[src/rtl/psdifir_i2s_tx_pkg.sv]
// psdifir_i2s_tx_pkg
//   Shared definitions for the I2S transmit path of the psdifir audio chain:
//   default widths, the transmit FSM state encoding and a constant clog2
//   helper usable in port/parameter declarations.
package psdifir_i2s_tx_pkg;

  localparam int DEF_SAMPLE_W   = 18;
  localparam int DEF_SLOT_W     = 32;
  localparam int DEF_BCLK_DIV   = 32;
  localparam int DEF_FIFO_DEPTH = 4;

  typedef enum logic [1:0] {
    ST_IDLE  = 2'd0,
    ST_RUN   = 2'd1,
    ST_DRAIN = 2'd2
  } tx_state_t;

  // Ceiling log2; clog2(1) = 0.
  function automatic int clog2(input int value);
    int result;
    int v;
    result = 0;
    v = value - 1;
    while (v > 0) begin
      result = result + 1;
      v = v >> 1;
    end
    return result;
  endfunction

endpackage

[src/rtl/psdifir_pair_fifo.sv]
// psdifir_pair_fifo
//   Synchronous FIFO holding stereo pairs {left,right} between the FIR result
//   strobes and the fixed-rate I2S frame. DEPTH must be a power of two so the
//   pointers wrap naturally.
// Ports
//   clk, rst_n        clock / asynchronous active-low reset (flushes the FIFO)
//   wr_en, wr_data    write request; ignored while full
//   rd_en, rd_data    pop request; rd_data shows the head entry combinationally
//   full, empty       status
//   level             number of entries stored (0..DEPTH)
module psdifir_pair_fifo
  import psdifir_i2s_tx_pkg::*;
#(
  parameter int WIDTH = 2 * DEF_SAMPLE_W,
  parameter int DEPTH = DEF_FIFO_DEPTH
) (
  input  logic                    clk,
  input  logic                    rst_n,
  input  logic                    wr_en,
  input  logic [WIDTH-1:0]        wr_data,
  input  logic                    rd_en,
  output logic [WIDTH-1:0]        rd_data,
  output logic                    full,
  output logic                    empty,
  output logic [clog2(DEPTH):0]   level
);

  localparam int PTR_W = clog2(DEPTH);
  localparam logic [PTR_W:0] FULL_LEVEL = DEPTH[PTR_W:0];

  logic [WIDTH-1:0] mem [DEPTH];
  logic [PTR_W-1:0] wr_ptr_reg;
  logic [PTR_W-1:0] rd_ptr_reg;
  logic [PTR_W:0]   level_reg;
  logic             wr_ok;
  logic             rd_ok;

  assign full    = (level_reg == FULL_LEVEL);
  assign empty   = (level_reg == '0);
  assign wr_ok   = wr_en & ~full;
  assign rd_ok   = rd_en & ~empty;
  assign rd_data = mem[rd_ptr_reg];
  assign level   = level_reg;

  // Storage carries no reset: stale contents are unreachable once level is 0.
  always_ff @(posedge clk) begin
    if (wr_ok) begin
      mem[wr_ptr_reg] <= wr_data;
    end
  end

  always_ff @(posedge clk or negedge rst_n) begin
    if (!rst_n) begin
      wr_ptr_reg <= '0;
      rd_ptr_reg <= '0;
      level_reg  <= '0;
    end else begin
      if (wr_ok) wr_ptr_reg <= wr_ptr_reg + 1'b1;
      if (rd_ok) rd_ptr_reg <= rd_ptr_reg + 1'b1;
      case ({wr_ok, rd_ok})
        2'b10:   level_reg <= level_reg + 1'b1;
        2'b01:   level_reg <= level_reg - 1'b1;
        default: level_reg <= level_reg;
      endcase
    end
  end

endmodule

[src/rtl/psdifir_i2s_tx.sv]
// psdifir_i2s_tx
//   Serialises filtered stereo pairs from the psdifir core onto an I2S link.
//   A small pair FIFO decouples FIR result timing from the fixed frame rate.
//   Build option: define PSDIFIR_I2S_TX_HOLD_EN to retransmit the last popped
//   pair on underrun; otherwise an all-zero pair is sent.
// Ports
//   clockext100MHz  system clock (rising edge)
//   reset           asynchronous active-low reset
//   tx_enable       1 = run link, 0 = finish current frame then idle
//   dataout_ready   1-cycle strobe qualifying left_out/right_out
//   left_out        left sample (two's complement, SAMPLE_W bits)
//   right_out       right sample
//   clr_flags       1-cycle strobe clearing overflow/underrun
//   i2s_bclk        bit clock
//   i2s_lrclk       word select (0 = left, 1 = right)
//   i2s_sdata       serial data, MSB first, changes with bclk falling
//   fifo_level      pairs currently buffered
//   overflow        sticky: strobe arrived while FIFO full
//   underrun        sticky: frame started with FIFO empty
module psdifir_i2s_tx
  import psdifir_i2s_tx_pkg::*;
#(
  parameter int SAMPLE_W   = DEF_SAMPLE_W,
  parameter int SLOT_W     = DEF_SLOT_W,
  parameter int BCLK_DIV   = DEF_BCLK_DIV,
  parameter int FIFO_DEPTH = DEF_FIFO_DEPTH
) (
  input  logic                        clockext100MHz,
  input  logic                        reset,
  input  logic                        tx_enable,
  input  logic                        dataout_ready,
  input  logic [SAMPLE_W-1:0]         left_out,
  input  logic [SAMPLE_W-1:0]         right_out,
  input  logic                        clr_flags,
  output logic                        i2s_bclk,
  output logic                        i2s_lrclk,
  output logic                        i2s_sdata,
  output logic [clog2(FIFO_DEPTH):0]  fifo_level,
  output logic                        overflow,
  output logic                        underrun
);

  localparam int FRAME_W = 2 * SLOT_W;
  localparam int PAIR_W  = 2 * SAMPLE_W;
  localparam int CNT_W   = clog2(BCLK_DIV);
  localparam int BIT_W   = clog2(FRAME_W);
  localparam logic [CNT_W-1:0] RISE_CNT = CNT_W'(BCLK_DIV / 2 - 1);
  localparam logic [CNT_W-1:0] FALL_CNT = CNT_W'(BCLK_DIV - 1);
  localparam logic [BIT_W-1:0] LAST_BIT = BIT_W'(FRAME_W - 1);
  localparam logic [BIT_W-1:0] LR_FIRST = BIT_W'(SLOT_W - 1);
  localparam logic [BIT_W-1:0] LR_LAST  = BIT_W'(FRAME_W - 2);

  tx_state_t         state_reg, state_next;
  logic [CNT_W-1:0]  cnt_reg;
  logic [BIT_W-1:0]  bit_reg;
  logic [FRAME_W-1:0] shift_reg;
  logic              bclk_reg;
  logic              overflow_reg;
  logic              underrun_reg;

  logic              fifo_full, fifo_empty;
  logic              pop, load, underrun_set;
  logic [PAIR_W-1:0] head_pair, sub_pair, load_pair;
  logic              rise_tick, fall_tick, frame_end;

  psdifir_pair_fifo #(
    .WIDTH (PAIR_W),
    .DEPTH (FIFO_DEPTH)
  ) u_fifo (
    .clk     (clockext100MHz),
    .rst_n   (reset),
    .wr_en   (dataout_ready),
    .wr_data ({left_out, right_out}),
    .rd_en   (pop),
    .rd_data (head_pair),
    .full    (fifo_full),
    .empty   (fifo_empty),
    .level   (fifo_level)
  );

  // Lay a pair out as one I2S frame: each sample left-justified in its slot.
  function automatic logic [FRAME_W-1:0] pack_frame(input logic [PAIR_W-1:0] pair);
    logic [FRAME_W-1:0] l_ext, r_ext;
    l_ext = FRAME_W'(pair[PAIR_W-1:SAMPLE_W]);
    r_ext = FRAME_W'(pair[SAMPLE_W-1:0]);
    return (l_ext << (FRAME_W - SAMPLE_W)) | (r_ext << (SLOT_W - SAMPLE_W));
  endfunction

`ifdef PSDIFIR_I2S_TX_HOLD_EN
  logic [PAIR_W-1:0] last_pair_reg;

  always_ff @(posedge clockext100MHz or negedge reset) begin
    if (!reset) begin
      last_pair_reg <= '0;
    end else if (pop) begin
      last_pair_reg <= head_pair;
    end
  end

  assign sub_pair = last_pair_reg;
`else
  assign sub_pair = '0;
`endif

  assign rise_tick = (cnt_reg == RISE_CNT);
  assign fall_tick = (cnt_reg == FALL_CNT);
  assign frame_end = fall_tick && (bit_reg == LAST_BIT);
  assign load_pair = fifo_empty ? sub_pair : head_pair;

  always_comb begin
    state_next   = state_reg;
    pop          = 1'b0;
    load         = 1'b0;
    underrun_set = 1'b0;
    case (state_reg)
      ST_IDLE: begin
        if (tx_enable && !fifo_empty) begin
          state_next = ST_RUN;
          pop        = 1'b1;
          load       = 1'b1;
        end
      end
      ST_RUN: begin
        if (frame_end) begin
          pop          = !fifo_empty;
          load         = 1'b1;
          underrun_set = fifo_empty;
        end
        if (!tx_enable) state_next = ST_DRAIN;
      end
      ST_DRAIN: begin
        // The frame in flight always completes; re-enabling mid-frame resumes
        // normal popping at the next boundary.
        if (frame_end)      state_next = ST_IDLE;
        else if (tx_enable) state_next = ST_RUN;
      end
      default: state_next = ST_IDLE;
    endcase
  end

  always_ff @(posedge clockext100MHz or negedge reset) begin
    if (!reset) begin
      state_reg <= ST_IDLE;
      cnt_reg   <= '0;
      bit_reg   <= '0;
      shift_reg <= '0;
      bclk_reg  <= 1'b0;
    end else begin
      state_reg <= state_next;
      if (state_next == ST_IDLE) begin
        cnt_reg   <= '0;
        bit_reg   <= '0;
        shift_reg <= '0;
        bclk_reg  <= 1'b0;
      end else if (state_reg == ST_IDLE) begin
        // Link start: left MSB is on sdata in the first RUN cycle, bclk
        // rises half a bit period later.
        cnt_reg   <= '0;
        bit_reg   <= '0;
        bclk_reg  <= 1'b0;
        shift_reg <= pack_frame(load_pair);
      end else begin
        cnt_reg <= fall_tick ? '0 : cnt_reg + 1'b1;
        if (rise_tick)      bclk_reg <= 1'b1;
        else if (fall_tick) bclk_reg <= 1'b0;
        if (fall_tick) begin
          bit_reg   <= frame_end ? '0 : bit_reg + 1'b1;
          shift_reg <= load ? pack_frame(load_pair) : (shift_reg << 1);
        end
      end
    end
  end

  // Flag set wins over a simultaneous clear.
  always_ff @(posedge clockext100MHz or negedge reset) begin
    if (!reset) begin
      overflow_reg <= 1'b0;
      underrun_reg <= 1'b0;
    end else begin
      if (dataout_ready && fifo_full) overflow_reg <= 1'b1;
      else if (clr_flags)             overflow_reg <= 1'b0;
      if (underrun_set)               underrun_reg <= 1'b1;
      else if (clr_flags)             underrun_reg <= 1'b0;
    end
  end

  assign i2s_bclk  = bclk_reg;
  assign i2s_sdata = shift_reg[FRAME_W-1];
  // Word select leads each slot's MSB by one bit period.
  assign i2s_lrclk = (bit_reg >= LR_FIRST) && (bit_reg <= LR_LAST);
  assign overflow  = overflow_reg;
  assign underrun  = underrun_reg;

endmodule

[config.mk]
export PLATFORM = sky130hd
export DESIGN_NAME = psdifir_i2s_tx
export DESIGN_NICKNAME = d
export VERILOG_FILES = /design/src/rtl/psdifir_i2s_tx_pkg.sv /design/src/rtl/psdifir_pair_fifo.sv /design/src/rtl/psdifir_i2s_tx.sv
export SDC_FILE = /design/constraint.sdc
export NUM_CORES = 1
export LEC_CHECK = 0
export CAP_MARGIN = 20
export CORE_ASPECT_RATIO = 0.9
export CORE_UTILIZATION = 52
export DETAILED_ROUTE_END_ITERATION = 6
export PLACE_DENSITY = 0.71
export SKIP_LAST_GASP = 1
export SLEW_MARGIN = 30
export SYNTH_ARGS = -nofsm -noshare
export SYNTH_HDL_FRONTEND = slang
export SYNTH_SLANG_ARGS = --single-unit
[constraint.sdc]
create_clock -name clockext100MHz -period 2.9 [get_ports clockext100MHz]
set_input_delay 0.435 -clock clockext100MHz [delete_from_list [all_inputs] [get_ports clockext100MHz]]
set_output_delay 0.435 -clock clockext100MHz [all_outputs]
set_load 0.03 [all_outputs]
==> metrics.md, run 1 <==
| Metric | Value |
|---|---|
| Run status | `finished clean` |
| Core area | `17200 um^2` |
| Initial antenna violation count | `0` |
| Reg2reg start | `cnt_reg[0]$_DFF_PN0_` |
| Worst Tran Pin Value | `0.629 ns` |
| Hold_ws | `0.477 ns` |
| RSZ-0062 raised after global routing | `no` |
| Vias in the first global route | `5603` |
| Hold endpoint | `cnt_reg[0]$_DFF_PN0_` |
| Wire length of the first global-routing pass | `29800 um` |
| Req. time, crit path | `2.47 ns` |
| Fin crit share | `0.931` |
| Slew HR | `0.580` |
| Post-synth ARST share | `0.336` |
| Setup TNS | `0 ns` |
| GRT met1 Usage | `0.280` |
| Largest net degree at the start of global routing | `74` |
| HP Start | `cnt_reg[0]$_DFF_PN0_` |
| GRT Util Overall | `0.212` |
| CP startpoint | `bit_reg[2]$_DFFE_PN0P_` |
| GR Util met2 | `0.363` |
| DRT Pass-1 Iters | `5` |
| CTS sink count | `217` |
| # fillers | `around 1300` |
| Antenna cells | `0` |
| Synth Register Bits | `about 220` |
| Fin crit period | `2.70 ns` |
| Most frequent cells in the layout | `edfxtp_1 (144), o21ai_0 (75), dfrtp_1 (72)` |
| FF-to-FF setup slack | `0.30 ns` |
| Longest Clk Path Bufs | `3` |
| Ys flop type | `edfxtp_1` |
| Max_cap viols | `0` |
| Final cell count without fillers | `893` |
| Full die area | `18400 um^2` |
| Hold Path Class | `flip-flop to flip-flop` |
| Top cell type's share of synthesized area | `0.467` |
| CTS H-tree lvls | `1` |
| Setup crit end kind | `output pin` |
| Setup Skew | `0.00977 ns` |
| Max FFs per register | `144` |
| Pwr Density | `945 nW/um^2` |
| Syn Nets | `around 650` |
| YS warnings | `0` |
| Hold Path Cell Cnt | `1` |
| Detail Route Antenna Nets | `0` |
| Vias per inst | `6.04` |
| DP HPWL | `10200 um` |
| Area delta synth->final | `15.2%` |
| Row cnt | `45` |
| Layout cells sized above 1 | `0.158` |
| Count of final hold-check violations | `0` |
| CP startpoint kind | `flip-flop` |
| CTS tree | `yes` |
| Seq/Total Area, Yosys | `0.664` |
| Post-Syn Instances | `about 600` |
| Synth top area cells | `edfxtp_1 (47%), dfrtp_1 (20%), mux4_2 (8.8%), o21ai_0 (4.1%), nor3b_1 (2.9%)` |
| Syn_area_per_cell | `15.5 um^2` |
| Buffers on Ports | `48` |
| Library cells used by synthesis | `44` |
| Total grt overflow | `0` |
| Synth area leader | `edfxtp_1` |
| Register area | `6150 um^2` |
| Multi-input combinational cell area | `about 2800 um^2` |
| DR vias | `5398` |
| Fmax | `370 MHz` |
| Drt drc | `0` |
| EDFF count, synth | `144` |
| Leak Pwr | `3.81 nW` |
| Inst Count DP | `roughly 850` |
| Critical path peak fanout | `9` |
| Met3 GRT Util | `0.0357` |
| Die Span X | `143 um` |
| Final slew viol count | `0` |
| Worst IR Drop VDD | `between 600 and 700 uV` |
| Root Buffer | `clkbuf_16` |
| IO Count | `roughly 50` |
| Worst flop-to-flop path endpoint | `u_fifo.level[2]$_DFFE_PN0P_` |
| Initial core utilization | `0.539` |
| Final-stage net count | `694` |
| GP Congestion | `0.796` |
| Die Ht | `approximately 130 um` |
| Clock transition at path regs | `0.06 ns` |
| Setup Viol. Count Final | `0` |
| Wire per inst | `around 21 um` |
| Critical path arrival | `2.27 ns` |
| DRT iter0 DRCs | `589` |
| Setup CP Type | `flip-flop to output pin` |
| Post-CTS setup buffers | `0` |
| WL final | `18500 um` |
| Leading cell type in the layout, fill and taps excluded | `edfxtp_1` |
| Number of CTS-inserted buffers | `22` |
| Latest clock arrival within the worst-skew pair | `about 0.5 ns` |
| Grt peak-use layer | `met2` |
| Synth Cell Area | `between 9000 and 10000 um^2` |
| Cell count of the worst reg-to-reg path | `12` |
[stage by stage]
step	util	cell area, um^2	power, mW	worst slack [ns]
2_1_floorplan	-	9260	6.65	0.311
3_3_place_gp	0.581	9980	7.41	0.417
3_5_place_dp	0.581	9980	7.53	0.311
4_1_cts	0.620	10600	10.1	0.182
5_1_grt	0.621	10700	10.6	0.0870
6_report	0.621	10700	10.1	0.199
[where the power goes]
group          switching (mW)  internal (mW)  total, mW  leakage, nW
Combinational            1.61           1.45       3.06         1.21
Clock                    1.08           1.48       2.57        0.314
Sequential              0.365           4.09       4.45         2.28
Total                    3.06           7.02       10.1         3.81
[kinds of logic after synthesis]
kind of cell,share of synthesized area
buf+inv,0.0346
fa+ha+maj,0.0157
xor+xnor,0.0104
compound gates,0.130
mux,0.0897
flops,0.664
simple gates,0.0561
[critical path: stages, from the launching register on]
cell and delay, ns:
dfrtp_1 0.45, and3_1 0.32, and3b_1 0.21, mux2i_1 0.12
clkdlybuf4s50_1 0.68
[routing by layer]
metal  up-vias  routed length (um)
li1       2437                   -
met1      2767                7830
met2       171                9350
met3        23                 970
met4         0                 342
met5         -                   0
[layout make-up]
| cell class | count | share of cell area |
|---|---|---|
| multi-input combinational | 319 | 0.262 |
| tap | 235 | 0.0276 |
| timing repair buffer | 69 | 0.0685 |
| inverter | 13 | 0.00457 |
| clock buffer | 35 | 0.0591 |
| sequential | 217 | 0.577 |
| clock inverter | 5 | 0.00188 |
[worst max-delay path by stage]
stage                                   to  slack [ns]
6_report                         i2s_lrclk        0.20
5_1_grt                          i2s_lrclk        0.09
4_1_cts                          i2s_lrclk        0.18
3_5_place_dp   u_fifo.level[2]$_DFFE_PN0P_        0.31
3_3_place_gp   u_fifo.level[2]$_DFFE_PN0P_        0.42
2_1_floorplan  u_fifo.level[2]$_DFFE_PN0P_        0.31
[synth_stat cells (2+ instances only)]
cell type and number:
a21oi_1 40, a22o_1 15, and2_1 6, and3_1 4
buf_2 16, buf_6 9, clkbuf_1 21, dfrtp_1 73
edfxtp_1 144, ha_1 10, inv_1 13, mux2i_1 2
mux4_2 36, nand2_1 11, nand3_1 3, nor2_1 13
nor3b_1 36, o21ai_0 75, o221a_1 21, o221a_2 14
or3_1 3, xnor2_1 3, xor2_1 8
[repair_timing]
action                     CTS  global route
hold buffers                 1             0
hold endpoints to repair    73             0
setup endpoints to repair    0             0
resized for setup            0             0
(Power assumes the default switching activity.)
==> inputs of run 2 (changes only) <==
--- a/config.mk
+++ b/config.mk
@@ -7,9 +7,9 @@
 export LEC_CHECK = 0
 export CAP_MARGIN = 20
 export CORE_ASPECT_RATIO = 0.9
-export CORE_UTILIZATION = 52
+export CORE_UTILIZATION = 50
 export DETAILED_ROUTE_END_ITERATION = 6
-export PLACE_DENSITY = 0.71
+export PLACE_DENSITY = 0.68
 export SKIP_LAST_GASP = 1
 export SLEW_MARGIN = 30
 export SYNTH_ARGS = -nofsm -noshare
==> run 2 against run 1 <==
  * Clock-buffer cell count fell by 3
  * Clock skew shrank 0.0020 ns
  * Clock power grew 6%
  * Core utilization shrank 2.2 points
  * Fmax down 2.0%
  * Worst hold slack lost 0.0068 ns
  * Power up 1.5%
  * Largest power group unchanged
==> metrics.md, run 2 (synthesized netlist as in run 1, its figures left out) <==
| Metric | Value |
|---|---|
| Psw | `roughly 3.1 mW` |
| Initial core utilization | `0.518` |
| Wire per inst | `20.1 um` |
| CTS tree | `yes` |
| Wire length of the first global-routing pass | `around 30000 um` |
| Largest net degree at the start of global routing | `53` |
| Leading cell type in the layout, fill and taps excluded | `edfxtp_1` |
| Post-CTS setup buffers | `0` |
| Setup Skew | `between 0.007 and 0.008 ns` |
| GRT Util Overall | `0.197` |
| Total power | `10.2 mW` |
| Worst path max stage delay | `0.69 ns` |
| Post-CTS Hold Buffers | `1` |
| Row cnt | `between 40 and 50` |
| Core area | `between 15000 and 20000 um^2` |
| Antenna cells | `0` |
| Count of final hold-check violations | `0` |
| Die Ht | `131 um` |
| WL final | `around 18000 um` |
| Most frequent cells in the layout | `edfxtp_1 (144), o21ai_0 (75), dfrtp_1 (72)` |
| Fmax | `363 MHz` |
| Die Span X | `145 um` |
| Vias in the first global route | `between 5000 and 6000` |
| Max_cap viols | `0` |
| Fin crit share | `0.951` |
| Leak Pwr | `3.83 nW` |
| Area delta synth->final | `15.8%` |
| Clock transition at path regs | `0.06 ns` |
| DP HPWL | `10400 um` |
| Drt drc | `0` |
| Seq pwr share | `0.443` |
| Latest clock arrival within the worst-skew pair | `0.49 ns` |
| Pint | `7.16 mW` |
| Full die area | `19100 um^2` |
| Critical path peak fanout | `9` |
| Initial antenna violation count | `0` |
| CTS sink count | `217` |
| Fin crit period | `2.76 ns` |
| GP Congestion | `around 0.77` |
| Total grt overflow | `0` |
| Clk network pwr share | `0.266` |
| Setup Viol. Count Final | `0` |
| Pwr Density | `953 nW/um^2` |
| Layout cells sized above 1 | `0.169` |
| Run status | `finished clean` |
| Cts repair resizes | `0` |
| DR vias | `approximately 5400` |
| Vias per inst | `5.96` |
| Combinational Power Share | `0.292` |
| Final Util | `0.600` |
| Number of CTS-inserted buffers | `22` |
| Critical path arrival | `roughly 2.3 ns` |
| CTS H-tree lvls | `1` |
| Detail Route Antenna Nets | `0` |
| Final cell count without fillers | `roughly 900` |
| DRT Pass-1 Iters | `5` |
| Worst setup margin | `roughly 0.14 ns` |
| Root Buffer | `clkbuf_16` |
| CP startpoint | `bit_reg[2]$_DFFE_PN0P_` |
| Sw frac | `0.300` |
| Critical Path, Cell by Cell | `and3_1 > and3b_1 > mux2i_1 > clkdlybuf4s50_1` |
| Final slew viol count | `0` |
| Worst Tran Pin Value | `roughly 0.64 ns` |
| FF-to-FF setup slack | `0.34 ns` |
| Longest Clk Path Bufs | `3` |
| Req. time, crit path | `2.47 ns` |
| Inst Count DP | `856` |
| CP startpoint kind | `flip-flop` |
| Buffers on Ports | `48` |
| Setup TNS | `0 ns` |
| Slowest cell on the critical path | `clkdlybuf4s50_1` |
| Cell count of the worst reg-to-reg path | `12` |
| Slew HR | `0.571` |
| Setup CP Type | `flip-flop to output pin` |
| Setup crit end kind | `output pin` |
| Hold Path Class | `input pin to async pin` |
| DRT iter0 DRCs | `about 500` |
| Worst IR Drop VDD | `614 uV` |
| Dpl ws | `roughly 0.32 ns` |
| Max FFs per register | `~140` |
| RSZ-0062 raised after global routing | `no` |
| Reg2reg start | `cnt_reg[0]$_DFF_PN0_` |
| Final-stage net count | `a little under 700` |
| IO Count | `49` |
-- run 2: path summary, 6_finish.rpt --
kind | to
setup / recovery | i2s_lrclk
hold / removal | shift_reg[25]$_DFFE_PN0P_
setup reg to reg | u_fifo.level[2]$_DFFE_PN0P_
hold reg to reg | cnt_reg[0]$_DFF_PN0_
max in group asynchronous | u_fifo.rd_ptr_reg[0]$_DFFE_PN0P_
min in group clockext100MHz | cnt_reg[0]$_DFF_PN0_
-- run 2: area by class of cell --
cell class	instances	area, um^2
clock buffers	32	637
clock inverters	8	70.1
fillers	1323	7170
inverters	13	48.8
multi-input cells	319	2790
flip-flops and latches	217	6150
well taps	240	300
repair buffers	69	731
-- run 2: critical path: cells and delay by family, from the launching register on --
family / cells / cell delay (ns)
buf+inv: 1 / 0.69
simple gates: 2 / 0.53
flops: 1 / 0.44
mux: 1 / 0.16
-- run 2: per-stage QoR --
stage | hold slack, ns | area [um^2]
finish | 0.470 | 10700
global placement | 0.441 | 10000
CTS | 0.472 | 10700
global route | 0.500 | 10700
floorplan | 0.139 | 9260
detailed placement | 0.451 | 10000
-- run 2: power by group through the flow --
| stage | sequential (mW) | clock, mW | combinational [mW] |
|---|---|---|---|
| after floorplan | 4.43 | 0 | 2.21 |
| after global placement | 4.53 | 0 | 2.92 |
| after detailed placement | 4.58 | 0 | 2.97 |
| after CTS | 4.53 | 2.78 | 3.00 |
| after global routing | 4.60 | 2.90 | 3.24 |
| final | 4.53 | 2.72 | 2.98 |
-- run 2: layer usage --
metal  global-route usage  wire [um]  vias up
met1                0.260       7810     2741
met3               0.0288        866       24
met2                0.343       9100      153
met4               0.0532        274        0
li1                     -          -     2437
met5                    0          0        -
